===== src/rtl/tile_seq_pkg.sv =====
// Shared types and derived constants for the tile job sequencer.
package tile_seq_pkg;

    typedef enum logic [1:0] {
        IDLE       = 2'd0,
        ARM        = 2'd1,
        WAIT_VALID = 2'd2,
        STREAM     = 2'd3
    } seq_state_e;

    // Memory read latency inside the row buffer; relocation must add none.
    localparam int MEM_LATENCY = 2;

    function automatic int calc_latency(input int mem_depth, input int opn);
        return mem_depth + opn - 1;
    endfunction

    function automatic int calc_send_times(input int ipn, input int opn);
        return ipn - opn + 1;
    endfunction

endpackage


===== src/rtl/tile_addr_gen.sv =====
// Tile base accumulator and per-port relocation of buffer-local row addresses.
module tile_addr_gen
    import tile_seq_pkg::*;
#(
    parameter int IPN        = 8,
    parameter int ADDR_WIDTH = 3,
    parameter int BASE_WIDTH = 12,
    parameter int ROW_PITCH  = 8
) (
    input  logic                      clk,
    input  logic                      nrst,
    input  logic                      load,
    input  logic [BASE_WIDTH-1:0]     load_base,
    input  logic                      advance,
    input  logic [BASE_WIDTH-1:0]     stride,
    input  logic [IPN*ADDR_WIDTH-1:0] buf_addr_i,
    output logic [IPN*BASE_WIDTH-1:0] mem_addr_o
);

    logic [BASE_WIDTH-1:0] tile_base;

    always_ff @(posedge clk or negedge nrst) begin
        if (!nrst) begin
            tile_base <= '0;
        end else if (load) begin
            tile_base <= load_base;
        end else if (advance) begin
            tile_base <= tile_base + stride;
        end
    end

    // Purely combinational so the buffer's memory read timing is untouched.
    always_comb begin
        for (int i = 0; i < IPN; i++) begin
            mem_addr_o[i*BASE_WIDTH +: BASE_WIDTH] = tile_base
                + BASE_WIDTH'(i * ROW_PITCH)
                + BASE_WIDTH'(buf_addr_i[i*ADDR_WIDTH +: ADDR_WIDTH]);
        end
    end

endmodule


===== src/rtl/tile_seq_ctrl.sv =====
// Job-level controller: launches one buffer read/send cycle per tile and
// tracks the skewed output bursts for tile/job completion and errors.
//
// state      | meaning
// IDLE       | waiting for a job command (cmd_ready=1)
// ARM        | tile pending, waiting for array_ready to pulse buf_en
// WAIT_VALID | launched, watchdog running until first buf_data_valid
// STREAM     | counting output bursts until the tile completes
module tile_seq_ctrl
    import tile_seq_pkg::*;
#(
    parameter int MEM_DEPTH           = 8,
    parameter int INPUT_PARALLEL_NUM  = 8,
    parameter int OUTPUT_PARALLEL_NUM = 3,
    parameter int ADDR_WIDTH          = $clog2(MEM_DEPTH),
    parameter int BASE_WIDTH          = 12,
    parameter int TILE_CNT_WIDTH      = 8,
    parameter int ROW_PITCH           = MEM_DEPTH,
    parameter int TIMEOUT_CYCLES      = 64
) (
    input  logic                                     clk,
    input  logic                                     nrst,
    input  logic                                     cmd_valid,
    output logic                                     cmd_ready,
    input  logic [BASE_WIDTH-1:0]                    cmd_base,
    input  logic [BASE_WIDTH-1:0]                    cmd_stride,
    input  logic [TILE_CNT_WIDTH-1:0]                cmd_num_tiles,
    input  logic                                     array_ready,
    output logic                                     buf_en,
    input  logic [INPUT_PARALLEL_NUM*ADDR_WIDTH-1:0] buf_addr_i,
    input  logic                                     buf_data_valid,
    output logic [INPUT_PARALLEL_NUM*BASE_WIDTH-1:0] mem_addr_o,
    output logic [TILE_CNT_WIDTH-1:0]                tile_idx,
    output logic                                     busy,
    output logic                                     tile_done,
    output logic                                     job_done,
    output logic                                     err_timeout,
    output logic                                     err_burst
);

    localparam int LATENCY    = calc_latency(MEM_DEPTH, OUTPUT_PARALLEL_NUM);
    localparam int SEND_TIMES = calc_send_times(INPUT_PARALLEL_NUM, OUTPUT_PARALLEL_NUM);
    localparam int WD_W       = $clog2(TIMEOUT_CYCLES + 1);
    localparam int BC_W       = $clog2(SEND_TIMES + 1);
    localparam int RL_W       = $clog2(LATENCY + 2);
    localparam logic [RL_W-1:0] RL_MAX = RL_W'(LATENCY + 1);

    seq_state_e state_q, state_d;

    logic [BASE_WIDTH-1:0]     stride_q;
    logic [TILE_CNT_WIDTH-1:0] num_tiles_q;
    logic [TILE_CNT_WIDTH-1:0] tile_idx_q;
    logic [WD_W-1:0]           wd_q;
    logic [BC_W-1:0]           burst_q;
    logic [RL_W-1:0]           run_q;
    logic                      valid_q;
    logic                      err_timeout_q;
    logic                      err_burst_q;
    logic                      zero_done_q;

    logic accept, fall, last_burst, last_tile;
    logic timeout, advance, job_end;

    always_ff @(posedge clk or negedge nrst) begin
        if (!nrst) begin
            state_q <= IDLE;
        end else begin
            state_q <= state_d;
        end
    end

    always_comb begin
        state_d    = state_q;
        buf_en     = 1'b0;
        tile_done  = 1'b0;
        job_end    = 1'b0;
        timeout    = 1'b0;
        advance    = 1'b0;
        accept     = cmd_valid && (state_q == IDLE);
        fall       = valid_q && !buf_data_valid;
        last_burst = (burst_q == BC_W'(SEND_TIMES - 1));
        last_tile  = (tile_idx_q == num_tiles_q - TILE_CNT_WIDTH'(1));
        case (state_q)
            IDLE: begin
                if (accept && (cmd_num_tiles != '0)) state_d = ARM;
            end
            ARM: begin
                if (array_ready) begin
                    buf_en  = 1'b1;
                    state_d = WAIT_VALID;
                end
            end
            WAIT_VALID: begin
                if (buf_data_valid) begin
                    state_d = STREAM;
                end else if (wd_q == '0) begin
                    timeout = 1'b1;
                    state_d = IDLE;
                end
            end
            STREAM: begin
                if (fall && last_burst) begin
                    tile_done = 1'b1;
                    if (last_tile) begin
                        job_end = 1'b1;
                        state_d = IDLE;
                    end else begin
                        advance = 1'b1;
                        state_d = ARM;
                    end
                end
            end
            default: state_d = IDLE;
        endcase
    end

    always_ff @(posedge clk or negedge nrst) begin
        if (!nrst) begin
            stride_q      <= '0;
            num_tiles_q   <= '0;
            tile_idx_q    <= '0;
            err_timeout_q <= 1'b0;
            err_burst_q   <= 1'b0;
            zero_done_q   <= 1'b0;
            valid_q       <= 1'b0;
        end else begin
            valid_q     <= buf_data_valid;
            zero_done_q <= accept && (cmd_num_tiles == '0);
            if (accept) begin
                stride_q      <= cmd_stride;
                num_tiles_q   <= cmd_num_tiles;
                tile_idx_q    <= '0;
                err_timeout_q <= 1'b0;
                err_burst_q   <= 1'b0;
            end else begin
                if (advance) tile_idx_q <= tile_idx_q + TILE_CNT_WIDTH'(1);
                if (timeout) err_timeout_q <= 1'b1;
                if ((state_q == STREAM) && fall && (run_q != RL_W'(LATENCY)))
                    err_burst_q <= 1'b1;
            end
        end
    end

    // Watchdog down-counter: loaded at launch, expires at terminal count zero.
    always_ff @(posedge clk or negedge nrst) begin
        if (!nrst) begin
            wd_q <= '0;
        end else if (buf_en) begin
            wd_q <= WD_W'(TIMEOUT_CYCLES - 1);
        end else if ((state_q == WAIT_VALID) && (wd_q != '0)) begin
            wd_q <= wd_q - WD_W'(1);
        end
    end

    // run_q saturates above LATENCY so overly long bursts still flag an error.
    always_ff @(posedge clk or negedge nrst) begin
        if (!nrst) begin
            burst_q <= '0;
            run_q   <= '0;
        end else if (state_q == WAIT_VALID) begin
            burst_q <= '0;
            run_q   <= RL_W'(1);
        end else if (state_q == STREAM) begin
            if (fall) burst_q <= burst_q + BC_W'(1);
            if (buf_data_valid) begin
                if (!valid_q) begin
                    run_q <= RL_W'(1);
                end else if (run_q != RL_MAX) begin
                    run_q <= run_q + RL_W'(1);
                end
            end
        end
    end

    tile_addr_gen #(
        .IPN        (INPUT_PARALLEL_NUM),
        .ADDR_WIDTH (ADDR_WIDTH),
        .BASE_WIDTH (BASE_WIDTH),
        .ROW_PITCH  (ROW_PITCH)
    ) u_addr_gen (
        .clk        (clk),
        .nrst       (nrst),
        .load       (accept),
        .load_base  (cmd_base),
        .advance    (advance),
        .stride     (stride_q),
        .buf_addr_i (buf_addr_i),
        .mem_addr_o (mem_addr_o)
    );

    assign cmd_ready   = (state_q == IDLE);
    assign busy        = (state_q != IDLE);
    assign tile_idx    = tile_idx_q;
    assign job_done    = job_end || zero_done_q;
    assign err_timeout = err_timeout_q;
    assign err_burst   = err_burst_q;

endmodule

===== config.mk =====
export PLATFORM = sky130hd
export DESIGN_NAME = tile_seq_ctrl
export DESIGN_NICKNAME = d
export VERILOG_FILES = /design/src/rtl/tile_seq_pkg.sv /design/src/rtl/tile_addr_gen.sv /design/src/rtl/tile_seq_ctrl.sv
export SDC_FILE = /design/constraint.sdc
export NUM_CORES = 1
export LEC_CHECK = 0
export CORE_ASPECT_RATIO = 1.75
export CORE_MARGIN = 5
export CORE_UTILIZATION = 37
export CTS_CLUSTER_SIZE = 16
export DETAILED_ROUTE_END_ITERATION = 7
export GPL_ROUTABILITY_DRIVEN = 0
export GPL_TIMING_DRIVEN = 1
export PLACE_DENSITY = 0.74
export SYNTH_ARGS = -nofsm -noshare
export SYNTH_HDL_FRONTEND = slang
export SYNTH_SLANG_ARGS = --single-unit

===== constraint.sdc =====
create_clock -name clk -period 3.6 [get_ports clk]
set_input_delay 0.72 -clock clk [delete_from_list [all_inputs] [get_ports clk]]
set_output_delay 0.72 -clock clk [all_outputs]
set_load 0.005 [all_outputs]

* Yosys cells after proc, flatten, opt, wreduce, memory -nomap -nowiden
Cells that the tools add are included.
Widths: inputs -> output; s select.
** Storage, ports and cells
- Bits of input ports :: 61
- Register bits :: 60
- Logic and storage cells :: 109
** Cells by class
- Multiplexer cells :: 38
- Reduce and logical (&&, ||, !) cells :: 26
- Add/sub/neg operators :: 21
- Equal/unequal tests :: 12
** Operator list (number)
- $add 12x3->12 :: 8
- $add 12x6->12 const B :: 4
- $add 12x5->12 const B :: 2
- $mux 12 :: 2
- $mux 4 :: 5
- $mux 1 :: 18
- $mux 8 :: 2
- $reduce_bool 2->1 :: 8
- $mux 7 :: 2
- $add 12x12->12 :: 1
- $add 12x4->12 const B :: 1
- $mux 2 :: 5
- $mux 3 :: 3
- $add 8x1->8 const B :: 1
- $eq 8x8->1 :: 1
- $logic_and 1x1->1 :: 8
- $logic_not 8->1 :: 1
- $ne 4x4->1 const B :: 2
- $pmux 2 s4 :: 1
- $reduce_bool 8->1 :: 1
- $sub 8x1->8 const B :: 1
- $logic_not 7->1 :: 1
- $reduce_bool 7->1 :: 1
- $sub 7x1->7 const B :: 1
- other kinds (15) :: 17

* Logic depth before layout (Yosys ltp)
- Depth in word-level cells :: 7
- Gate-level depth with buffers :: 11
- Depth with buffers taken out :: 10

* Hierarchy
A second synthesis with hierarchy kept.
** Unflattened totals
- Cells, all modules :: 622
- Area, all modules :: 5464.0 µm²
** By module, submodules not included
- tile_addr_gen :: area an instance 2852.7 µm², sequential area each 300.3 µm², times used 1, cells each 368
- tile_seq_ctrl :: area an instance 2611.3 µm², sequential area each 1201.2 µm², times used 1, cells each 254

* Worst setup path before layout
Ideal clock, no wire load.
- Path type :: register to output
- Start point :: register num_tiles_q[2]
- End point :: output port job_done
- Data required time :: 2.880 ns
- Setup slack :: 0.816 ns
- Data arrival time :: 2.064 ns
- Cell stages (with the launch flop) :: 8
- Cell sequence :: dfrtp_1 -> or3_1 -> buf_6 -> or4_4 -> o31ai_1 -> o21ai_0 -> or3_1 -> o21bai_1
** On the way
- Word-level cells in the longest chain between the ends :: 6
** RTL lines
- start: declaration :: RTL line tile_seq_ctrl.sv:51 : logic [TILE_CNT_WIDTH-1:0] num_tiles_q;
- start signal: assignment :: RTL line tile_seq_ctrl.sv:131 : num_tiles_q <= cmd_num_tiles;
- $sub 8x1->8 :: RTL line tile_seq_ctrl.sv:82 : last_tile = (tile_idx_q == num_tiles_q - TILE_CNT_WIDTH'(1));
- $eq 8x8->1 :: RTL line tile_seq_ctrl.sv:82
- $mux 1 :: RTL line tile_seq_ctrl.sv:104 : if (last_tile) begin
- $mux 1 :: RTL line tile_seq_ctrl.sv:102 : if (fall && last_burst) begin
- $mux 1 :: RTL line tile_seq_ctrl.sv:83 : case (state_q)
- $logic_or 1x1->1 :: RTL line tile_seq_ctrl.sv:194 : assign job_done = job_end || zero_done_q;
- end: declaration :: RTL line tile_seq_ctrl.sv:36 : output logic job_done,
Every way passes these cells.

* Worst setup path in the final report
- Start point :: input port buf_addr_i[6]
- End point :: output port mem_addr_o[34]
** On the way
- Word-level cells in the longest chain between the ends :: 1
** RTL lines
- start: declaration :: RTL line tile_seq_ctrl.sv:30 : input logic [INPUT_PARALLEL_NUM*ADDR_WIDTH-1:0] buf_addr_i,
- $add 12x3->12 :: RTL line tile_addr_gen.sv:37 : + BASE_WIDTH'(buf_addr_i[i*ADDR_WIDTH +: ADDR_WIDTH]);
- end: declaration :: RTL line tile_seq_ctrl.sv:32 : output logic [INPUT_PARALLEL_NUM*BASE_WIDTH-1:0] mem_addr_o,
Every way passes these cells.

==> impl_metrics.py <==
metrics = {
    "placement": {
        "placed_cells": 1064,
        "hpwl_mm": 14.03,
        "pre_cts_slack_ns": -0.3163,
        "portBuffers": 171,
    },
    "clocking": {
        "clockBufferDepth": 2,
        "tritoncts": "done",
        "htreeDepth": 3,
        "cts_buffers": 9,
        "postCtsHoldBufs": 0,
        "clkSlewWorstSetupHoldPaths_ns": 0.05,
        "cts_sinks": 60,
        "cts_root_buffer": "clkbuf_16",
        "insertion_delay_ns": 0.32,
    },
    "final_layout": {
        "insertedDiodeCount": 0,
        "nNetsFinal": 1017,
        "nFillCells": 1320,
        "layout-drive-gt1-share_pct": 16.28,
        "regArea_sq_um": 1501,
        "area_delta_synth_final_pct": 51.52,
        "fin_util_pct": 57.00,
        "layout_common_cells": "nand2_1 (126), clkdlybuf4s50_1 (113), buf_4 (77)",
        "final_common_cell": "nand2_1",
        "fin_cells": 1089,
        "multi_input_area_sq_um": 3736,
    },
    "route": {
        "finalWirelength_mm": 17.33,
        "drt_iter0_drc": 160,
        "antenna_left": 0,
        "wl_per_cell_um": 15.91,
        "drc": 0,
        "vias": 5524,
        "first_pass_iters": 4,
        "viasPerCell": 5.073,
    },
    "timing": {
        "fin_ws_ns": 0.08663,
        "tightest_slew_ns": 0.7945,
        "drv_slew": 0,
        "period_share_pct": 97.59,
        "finalHoldViolCount": 0,
        "max_freq_mhz": 284.6,
        "finalClockSkew_ns": 0.004626,
        "post-route-min-period_ns": 3.513,
        "setup_violations": 0,
        "rsz0062_at_grt": "yes",
        "slew-limit-headroom_pct": 47.03,
    },
    "critical_path": {
        "path_class": "in -> out",
        "cp_max_fo": 3,
        "reg2regPathDepth": 9,
        "required_ns": 2.88,
        "endpoint_kind": "output port",
        "r2r_slack_ns": 0.82,
        "arrival_ns": 2.79,
        "timing.rr.end": "u_addr_gen.tile_base[11]",
        "cp-start-kind": "input pin",
        "reg2reg_from": "u_addr_gen.tile_base[3]",
    },
    "synth": {
        "synth_mux_area_share_pct": 0.9443,
        "synthFlopType": "dfrtp_1",
        "avgSynthCellArea_sq_um": 8.048,
        "synth_nets": 788,
        "ys_types": 62,
        "synth-compound-area-share_pct": 14.05,
        "synth-adder-area-share_pct": 13.22,
        "synth_top_family_by_area": "simple AND/OR/NAND/NOR gates",
        "yosys_warnings": 0,
        "synth_seq_cells": 60,
        "ys_seq_area_share_pct": 27.64,
        "syn_inst": 675,
        "syn-cell-area_sq_um": 5433,
        "synthArstFlopShare_pct": 100.0,
        "synth_edf_count": 0,
        "synth_xor_area_share_pct": 16.12,
        "yosys.area_share.simple_pct": 22.18,
    },
    "global_route": {
        "grt_busiest_layer": "met2",
        "use_met1_pct": 20.21,
        "grt_pass1_wl_mm": 27.09,
        "antenna_found_initial": 0,
        "overflow": 0,
        "use_met2_pct": 37.31,
        "gr-usage-met3_pct": 2.707,
        "grt_pass1_vias": 5543,
        "grt_max_degree": 35,
        "grt_usage_pct": 19.82,
    },
    "die": {
        "die_y_um": 170.3,
        "core_sq_um": 14440,
        "die_area_sq_um": 17300,
        "core.rowCount": 58,
        "start_util_pct": 37.62,
        "die_w_um": 101.6,
        "io_pins": 172,
    },
    "hold_path": {
        "hold_path.class": "in -> async",
    },
    "job": {
        "drv_cap": 0,
    },
    "power_and_ir_drop": {
        "power_density_nw_per_um2": 937.8,
        "p_leak_uw": 0.003926,
        "vdd_drop_max_mv": 0.4335,
    },
    "run_status": {
        "status": "completed",
    },
}
[area by class of cell]
cell class,instances,share of cell area [%]
clock inverter,5,0.9120
inverter,45,2.052
multi-input combinational,540,45.39
timing repair buffer,248,27.72
clock buffer,11,2.949
tap,180,2.736
sequential,60,18.24
[sequential cells by signal, indices dropped and copies added (netlist names)]
register,flops
err_burst,1
wd_q,7
burst_q,3
valid_q,1
state_q,2
u_addr_gen.tile_base,12
err_timeout,1
stride_q,12
zero_done_q,1
tile_idx,8
num_tiles_q,8
run_q,4
[critical path, stage by stage]
cell,delay [ns]
clkdlybuf4s50_1,0.46
ha_1,0.15
inv_1,0.06
fa_2,0.34
inv_1,0.06
a21oi_1,0.06
nor2_2,0.17
o21a_1,0.20
buf_4,0.12
nand2_1,0.06
xnor2_1,0.13
dlygate4sd2_1,0.26
[cells in the mapped netlist, types with 2 or more instances]
| library cell | instances | area share [%] |
|---|---|---|
| o21bai_1 | 5 | 0.69 |
| inv_1 | 43 | 3.0 |
| a21boi_0 | 2 | 0.28 |
| a221o_1 | 2 | 0.37 |
| o22ai_1 | 2 | 0.23 |
| a21oi_1 | 29 | 2.7 |
| fa_1 | 9 | 3.3 |
| and2_1 | 5 | 0.58 |
| or2_2 | 2 | 0.23 |
| o211ai_1 | 3 | 0.41 |
| nand2_1 | 129 | 8.9 |
| or3_1 | 3 | 0.35 |
| buf_2 | 7 | 0.64 |
| a21o_1 | 11 | 1.5 |
| and3_1 | 4 | 0.46 |
| o21ai_1 | 2 | 0.18 |
| nand2b_1 | 7 | 0.81 |
| nand4_1 | 6 | 0.69 |
| nor3_1 | 16 | 1.5 |
| a211o_1 | 2 | 0.32 |
| nand3_1 | 8 | 0.74 |
| or3_2 | 2 | 0.28 |
| mux2i_1 | 4 | 0.74 |
| nor2_1 | 52 | 3.6 |
| o31ai_1 | 2 | 0.28 |
| a31oi_1 | 9 | 1.0 |
| xor2_1 | 31 | 5.0 |
| clkbuf_1 | 19 | 1.3 |
| nand3b_1 | 2 | 0.28 |
| o21a_1 | 5 | 0.69 |
| a211oi_1 | 5 | 0.69 |
| and3_2 | 2 | 0.28 |
| dfrtp_1 | 60 | 28 |
| ha_1 | 43 | 9.9 |
| nor4_1 | 5 | 0.58 |
| xnor2_1 | 69 | 11 |
| nor2b_1 | 11 | 1.3 |
| nor4b_1 | 3 | 0.48 |
| o311ai_0 | 2 | 0.32 |
| o21ai_0 | 30 | 2.8 |
[worst max path at each step]
stage	from	to	slack (ns)
after floorplan	num_tiles_q[2]	job_done	0.82
after global placement	buf_addr_i[3]	mem_addr_o[22]	-0.26
after detailed placement	buf_addr_i[3]	mem_addr_o[22]	-0.32
after CTS	buf_addr_i[3]	mem_addr_o[22]	-0.21
after global routing	buf_addr_i[15]	mem_addr_o[68]	-0.02
final	buf_addr_i[6]	mem_addr_o[34]	0.09
[metal layers]
| metal | part of all wire, % | wire length, um | vias up |
|---|---|---|---|
| met5 | 0 | 0 | - |
| met4 | 5.2 | 906 | 0 |
| li1 | - | - | 2717 |
| met3 | 5.5 | 957 | 51 |
| met2 | 54 | 9282 | 189 |
| met1 | 36 | 6184 | 2567 |
[kinds of logic after synthesis]
family,Yosys count
simple gates,264
compound gates,119
xor+xnor,100
buf+inv,75
flops,60
fa+ha+maj,52
mux,5
[timing repair]
item / CTS / global route
setup buffers: 5 / 4
pin swaps: 8 / 8
resized for setup: 67 / 42
setup endpoints to repair: 51 / 31
[report_power, final]
| group | internal [uW] | switching (uW) |
|---|---|---|
| Clock | 621 | 298 |
| Sequential | 919 | 312 |
| Combinational | 3050 | 2520 |
[through the flow]
step                      cell area [sq um]  hold slack [ns]  TNS [ns]  power, uW
after floorplan                        5433           0.4244         0       3924
after global placement                 7729           0.4707    -5.717       6832
after detailed placement               7729           0.4697    -6.832       6929
after CTS                              8128           0.4859   -0.8213       7800
after global routing                   8232           0.5182  -0.05507       8366
final                                  8232           0.4787         0       7720
(Power assumes the default switching activity.)
